`config.mk`:
```
export PLATFORM = sky130hd
export DESIGN_NAME = gshare_branch_predictor
export DESIGN_NICKNAME = d
export VERILOG_FILES = /design/src/rtl/bp_pkg.sv /design/src/rtl/bp_btb.sv /design/src/rtl/gshare_branch_predictor.sv
export SDC_FILE = /design/constraint.sdc
export NUM_CORES = 2
export LEC_CHECK = 0
export ABC_AREA = 0
export CORE_MARGIN = 2
export CORE_UTILIZATION = 60
export CTS_BUF_LIST = sky130_fd_sc_hd__clkbuf_4 sky130_fd_sc_hd__clkbuf_8
export DETAILED_ROUTE_END_ITERATION = 12
export PLACE_DENSITY = 0.77
export SYNTH_ARGS = -nofsm -noshare
export SYNTH_HDL_FRONTEND = slang
export SYNTH_HIERARCHICAL = 1
export SYNTH_SLANG_ARGS = --single-unit
export TNS_END_PERCENT = 1
```
`constraint.sdc`:
```
create_clock -name clk -period 37.6 [get_ports clk]
set_input_delay 5.64 -clock clk [delete_from_list [all_inputs] [get_ports clk]]
set_output_delay 5.64 -clock clk [all_outputs]
set_load 0.02 [all_outputs]
```
`src/rtl/bp_pkg.sv`:
```
// Shared types and helpers for the gshare branch predictor and its optional BTB.
package bp_pkg;

   typedef enum logic {BP_INIT, BP_RUN} bp_state_e;

   // The tag field is sized for the smallest BTB; only the upper pc bits land in it.
   typedef struct packed {
      logic        valid;
      logic [31:0] tag;
      logic [31:0] target;
   } btb_entry_t;

   function automatic int unsigned weak_nt(input int unsigned ctr_w);
      return (1 << (ctr_w - 1)) - 1;
   endfunction

endpackage

```
`src/rtl/bp_btb.sv`:
```
// Direct-mapped branch target buffer: one lookup port, one write port, one valid-clear port.
module bp_btb
   import bp_pkg::*;
#(
   parameter int BTB_SIZE = 64,
   parameter int BIDX_W   = $clog2(BTB_SIZE)
) (
   input  logic              clk,
   input  logic              clr_en,
   input  logic [BIDX_W-1:0] clr_idx,
   input  logic [31:0]       lookup_pc,
   output logic              hit,
   output logic [31:0]       target,
   input  logic              wr_en,
   input  logic [31:0]       wr_pc,
   input  logic [31:0]       wr_target
);

   btb_entry_t entries_q [BTB_SIZE];

   logic [BIDX_W-1:0] lk_idx;
   logic [BIDX_W-1:0] wr_idx;
   logic [31:0]       lk_tag;
   logic [31:0]       wr_tag;
   btb_entry_t        lk_entry;

   assign lk_idx   = lookup_pc[BIDX_W+1:2];
   assign wr_idx   = wr_pc[BIDX_W+1:2];
   assign lk_tag   = lookup_pc >> (BIDX_W + 2);
   assign wr_tag   = wr_pc >> (BIDX_W + 2);
   assign lk_entry = entries_q[lk_idx];

   // Lookup reads the pre-edge array, so a same-cycle write is not visible yet.
   assign hit    = lk_entry.valid && (lk_entry.tag == lk_tag);
   assign target = hit ? lk_entry.target : 32'h0;

   always_ff @(posedge clk) begin
      if (clr_en) begin
         entries_q[clr_idx].valid <= 1'b0;
      end else if (wr_en) begin
         entries_q[wr_idx] <= '{valid: 1'b1, tag: wr_tag, target: wr_target};
      end
   end

endmodule

```
`src/rtl/gshare_branch_predictor.sv`:
```
// Gshare direction predictor with speculative GHR and mispredict repair.
// Define BRANCH_PRED_BTB_EN to add the direct-mapped BTB (bp_btb).
module gshare_branch_predictor
   import bp_pkg::*;
#(
   parameter int TABLE_SIZE = 1024,
   parameter int CTR_W      = 2,
   parameter int HIST_LEN   = 8,
   parameter int BTB_SIZE   = 64
) (
   input  logic                clk,
   input  logic                rst_n,
   output logic                ready,
   input  logic                query_valid,
   input  logic [31:0]         query_pc,
   output logic                pred_taken,
   output logic [HIST_LEN-1:0] pred_ghr,
   output logic [31:0]         pred_target,
   output logic                pred_target_valid,
   input  logic                update_en,
   input  logic [31:0]         update_pc,
   input  logic [HIST_LEN-1:0] update_ghr,
   input  logic                actual_taken,
   input  logic                mispredict,
   input  logic [31:0]         update_target
);

   localparam int IDX_W = $clog2(TABLE_SIZE);
`ifdef BRANCH_PRED_BTB_EN
   localparam int SWEEP = (TABLE_SIZE > BTB_SIZE) ? TABLE_SIZE : BTB_SIZE;
`else
   localparam int SWEEP = TABLE_SIZE;
`endif
   localparam int SW_W = $clog2(SWEEP) + 1;
   localparam logic [CTR_W-1:0] CTR_MAX  = '1;
   localparam logic [CTR_W-1:0] CTR_INIT = CTR_W'(weak_nt(CTR_W));

   bp_state_e           state_q, state_d;
   logic [SW_W-1:0]     sweep_cnt_q, sweep_cnt_d;
   logic                ready_q, ready_d;
   logic [HIST_LEN-1:0] ghr_q, ghr_d;

   logic [CTR_W-1:0]    pht_q [TABLE_SIZE];
   logic                pht_we;
   logic [IDX_W-1:0]    pht_waddr;
   logic [CTR_W-1:0]    pht_wdata;

   logic                running;
   logic                last_sweep;
   logic [IDX_W-1:0]    query_idx;
   logic [IDX_W-1:0]    update_idx;
   logic [CTR_W-1:0]    upd_ctr;

   assign running    = (state_q == BP_RUN);
   assign last_sweep = (sweep_cnt_q == SW_W'(SWEEP - 1));
   assign query_idx  = query_pc[IDX_W+1:2] ^ IDX_W'(ghr_q);
   assign update_idx = update_pc[IDX_W+1:2] ^ IDX_W'(update_ghr);
   assign upd_ctr    = pht_q[update_idx];

   assign ready      = ready_q;
   assign pred_taken = running && pht_q[query_idx][CTR_W-1];
   assign pred_ghr   = running ? ghr_q : '0;

   always_comb begin
      state_d     = state_q;
      sweep_cnt_d = sweep_cnt_q;
      ready_d     = ready_q;
      case (state_q)
         BP_INIT: begin
            sweep_cnt_d = sweep_cnt_q + SW_W'(1);
            if (last_sweep) begin
               state_d     = BP_RUN;
               ready_d     = 1'b1;
               sweep_cnt_d = '0;
            end
         end
         BP_RUN:  state_d = BP_RUN;
         default: state_d = BP_INIT;
      endcase
   end

   // Repair from the branch's own history wins over the speculative shift.
   always_comb begin
      ghr_d = ghr_q;
      if (running) begin
         if (update_en && mispredict) begin
            ghr_d = HIST_LEN'({update_ghr, actual_taken});
         end else if (query_valid) begin
            ghr_d = HIST_LEN'({ghr_q, pred_taken});
         end
      end
   end

   always_comb begin
      pht_we    = 1'b0;
      pht_waddr = update_idx;
      pht_wdata = upd_ctr;
      if (!running) begin
         pht_we    = (sweep_cnt_q < SW_W'(TABLE_SIZE));
         pht_waddr = sweep_cnt_q[IDX_W-1:0];
         pht_wdata = CTR_INIT;
      end else if (update_en) begin
         pht_we = 1'b1;
         if (actual_taken && (upd_ctr != CTR_MAX)) begin
            pht_wdata = upd_ctr + CTR_W'(1);
         end else if (!actual_taken && (upd_ctr != '0)) begin
            pht_wdata = upd_ctr - CTR_W'(1);
         end
      end
   end

   always_ff @(posedge clk or negedge rst_n) begin
      if (!rst_n) begin
         state_q     <= BP_INIT;
         sweep_cnt_q <= '0;
         ready_q     <= 1'b0;
         ghr_q       <= '0;
      end else begin
         state_q     <= state_d;
         sweep_cnt_q <= sweep_cnt_d;
         ready_q     <= ready_d;
         ghr_q       <= ghr_d;
      end
   end

   // The table is not reset; the INIT sweep is what gives it defined contents.
   always_ff @(posedge clk) begin
      if (pht_we) begin
         pht_q[pht_waddr] <= pht_wdata;
      end
   end

`ifdef BRANCH_PRED_BTB_EN
   localparam int BIDX_W = $clog2(BTB_SIZE);

   logic        btb_hit;
   logic [31:0] btb_target;

   bp_btb #(
      .BTB_SIZE (BTB_SIZE)
   ) u_btb (
      .clk       (clk),
      .clr_en    (!running && (sweep_cnt_q < SW_W'(BTB_SIZE))),
      .clr_idx   (sweep_cnt_q[BIDX_W-1:0]),
      .lookup_pc (query_pc),
      .hit       (btb_hit),
      .target    (btb_target),
      .wr_en     (running && update_en && actual_taken),
      .wr_pc     (update_pc),
      .wr_target (update_target)
   );

   assign pred_target_valid = running && btb_hit;
   assign pred_target       = (running && btb_hit) ? btb_target : 32'h0;
`else
   logic unused_bits;

   assign unused_bits = ^{query_pc[31:IDX_W+2], query_pc[1:0], update_pc[31:IDX_W+2],
                          update_pc[1:0], update_target, (BTB_SIZE > 0)};

   assign pred_target_valid = 1'b0;
   assign pred_target       = 32'h0;
`endif

endmodule

```
==> results.md <==
- Status: finished, violations left
- Failing checks: capacitance limit, slew limit
- Clock Power Share: 39.8%
- Post-synthesis register bit count: 2069
- Worst-skew pair later-pin latency: 1.10 ns
- Critical path buffer and inverter count: 6
- Simple-gate share of the synthesized area: 10.35%
- Peak supply drop: 0.04160 mV
- Post-cts sizing count: 0
- Tot Pwr: 4772 uW
- HPWL after DPL: 178.9 mm
- Hold Fails Final Rpt: 0
- Largest net degree at the start of global routing: 267
- Top_reg_cell synth: edfxtp_1
- Async S/R FF share, synth: 1.015%
- Share of layout cells above drive strength 1: 18.40%
- Register area: 0.06203 mm2
- CTS Root Cell: clkbuf_8
- DIE AREA: 0.1600 mm2
- Critical Path End Type: output pin
- Max Cap Violations: 1
- Arr. time, crit path: 12.07 ns
- Layout area overhead: 8.833%
- Post-Route WL: 306.9 mm
- Seq pwr share: 52.3%
- Clock Path Buffers: 4
- Tcrit/Tclk final: 47.11%
- Fillers: 10594
- Cell family with most CP delay: buffers and inverters
- GRT Util Overall: 38.43%
- RePlAce Congestion: 0.9628
- Power density cells: 46.59 mW/mm2
- # hold bufs at CTS: 0
- Switching pwr: 1160 uW
- # H-tree levels: 5
- Synth warn: 6
- Combinational group share of total power: 7.9%
- Initial antenna violation count: 19
- Min Tclk post-route: 17.71 ns
- Top Ports: 153
- Gate Count Post-Synth: 6360
- P_leak: 0.03294 uW
- RSZ-0062 raised after global routing: no
- Multiplexer share of the synthesized area: 15.35%
- Crit path kind: in -> out
- Die H: 400.1 um
- Post-synth EDFFs: 2048
- Internal power: 3611 uW
- Sw Ratio: 24.32%
- Syn_area_per_cell: 14.80 um2
- Cts bufs inserted: 338
- Type of the worst min-delay path: reg -> reg
- Fin nets: 6527
- Drt first pass iters: 9
- CTS tree: built
- Worst R2R Start: pht_q[244][1]
- CP max stage delay: 1.29 ns
- Synth Cell Area: 0.09412 mm2
- Post-Synth Adder-Cell Area: 0.03988%
- Post-route DRC: 0
- Worst-Margin Slew: 1.483 ns
- DR WL/cell: 35.19 um
- Antenna viol nets, final: 0
- Compound-Gate Fraction of Synth Area: 4.535%
- Post-Synth XOR/XNOR Area: 0.4081%
- DR vias/cell: 7.380
- Vias in the first global route: 62039
- 1st-iter DRT viols: 12931
- Port buffer count: 43
- Slew headroom: -1.454%
- Most common cell on crit path: buf_4
- Setup repair bufs after CTS: 0
- Slowest CP cell: a2111oi_0
- Final total negative setup slack: 0 ns
- Slew Limit Fails: 1
- Worst path required time: 31.96 ns
- CTS clk-pin slew, worst paths: 0.05 ns
- Gr ovfl total: 0
- CP Max Fanout: 71
- Num rows: 145
- Yosys cell types: 82
- Multi-input gate area: 0.02953 mm2
- Starting density of the core: 60.32%
- Crit path launch type: primary input
- Clock sink total: 2069
- Via Count: 64353
- Skew final: 0.08607 ns
- Fmax: 56.46 MHz
- Seq/Total Area, Yosys: 65.90%
- Worst setup path start: query_pc[3]
- Worst-path cell chain: clkdlybuf4s50_1 > xor2_4 > buf_4 > buf_12 > nand3_2 > buf_4 > a21oi_1 > nor4_1 > o22ai_1 > a2111oi_0 > nor4_1 > a221oi_1 > buf_4 > nor2_1 > clkdlybuf4s50_1
- Die X: 400.1 um
- Min-Delay Startpoint: ready
- First-pass GRT wire length: 430.7 mm
- Core Region: 0.1560 mm2
- Final setup vio count: 0
- Largest family of logic cells by synthesized area: multiplexers
-- layout make-up --
type	count	share of cell area, %
flip-flops and latches	2069	60.55
well taps	2058	2.514
inverters	7	0.02565
clock buffers	442	5.359
multi-input cells	3769	28.83
diodes	19	0.04642
repair buffers	229	1.901
clock inverters	127	0.7744
-- power groups by stage --
stage	clock network [uW]	logic [uW]	registers, uW
floorplan	0	227	2540
global placement	0	348	2540
detailed placement	0	351	2540
CTS	1890	352	2500
global route	1990	374	2490
finish	1900	377	2500
-- worst paths after layout --
path	end	slack, ns	cells after the start
max	pred_taken	19.89	15
min	ready	0.48	1
max reg2reg	pht_q[192][0]	30.15	14
min reg2reg	ready	0.48	1
max in group asynchronous	running	31.51	1
min in group asynchronous	ghr_q[1]	5.22	1
-- metal layers --
metal	track usage, %	vias up	routed length, um	part of all wire [%]
met5	0	-	152	0.050
met4	25.29	19	24830	8.1
met3	16.67	1426	56480	18
met1	49.20	31446	95730	31
li1	-	24800	-	-
met2	53.59	6662	129700	42
-- flip-flops by register name, summed over array words and instances (netlist names) --
| name | flops |
|---|---|
| running | 1 |
| pht_q | 2048 |
| ghr_q | 8 |
| ready | 1 |
| sweep_cnt_q | 11 |
-- placed cells by master, fill, tap and decap left out, drive strengths merged, types with 21 or more instances in the layout --
cell	synthesis	final
nand2	789	789
nor4	25	25
nand4	95	95
clkinv	0	113
o21ai	38	38
a221oi	21	21
a31oi	61	61
clkdlybuf4s50	0	43
dfrtp	21	21
o2111ai	28	28
o22ai	73	73
a32oi	36	36
xor2	21	21
clkbuf	306	442
a22oi	120	120
edfxtp	2048	2048
buf	239	186
nor3	30	30
mux4	555	555
nor2	1129	1129
mux2i	149	149
nand3	268	268
a21oi	117	117
conb	1	33
-- cells by family (layout without fill, tap and decap cells) --
family | after synthesis | count (layout)
simple gates | 2378 | 2378
fa+ha+maj | 3 | 3
other cells | 1 | 52
compound gates | 609 | 609
mux | 706 | 706
flops | 2069 | 2069
xor+xnor | 40 | 40
buf+inv | 554 | 805
-- metrics by stage --
stage | area [um2] | setup slack, ns | hold WS (ns) | std cells | utilization, %
global placement | 96080 | 20.33 | 0.4579 | 8131 | 61.58
finish | 102400 | 19.89 | 0.4771 | 8720 | 65.65
CTS | 102400 | 20.30 | 0.4777 | 8700 | 65.61
floorplan | 94240 | 0.4087 | 0.4602 | 6392 | -
detailed placement | 96080 | 20.29 | 0.4588 | 8131 | 61.58
global route | 102400 | 20.15 | 0.5014 | 8702 | 65.62
-- cells in the mapped netlist, types with 87 or more instances --
library cell | count | area (um2)
mux4_2 | 439 | 9887
nand4_1 | 95 | 594.3
clkbuf_1 | 296 | 1111
mux4_1 | 114 | 2995
a22oi_1 | 120 | 900.9
nand2_1 | 788 | 2958
edfxtp_1 | 2048 | 61500
a21oi_1 | 117 | 585.6
nand3_1 | 268 | 1341
buf_2 | 87 | 435.4
mux2i_1 | 149 | 1491
nor2_1 | 1125 | 4223
Power figures use the tool's default switching activity.
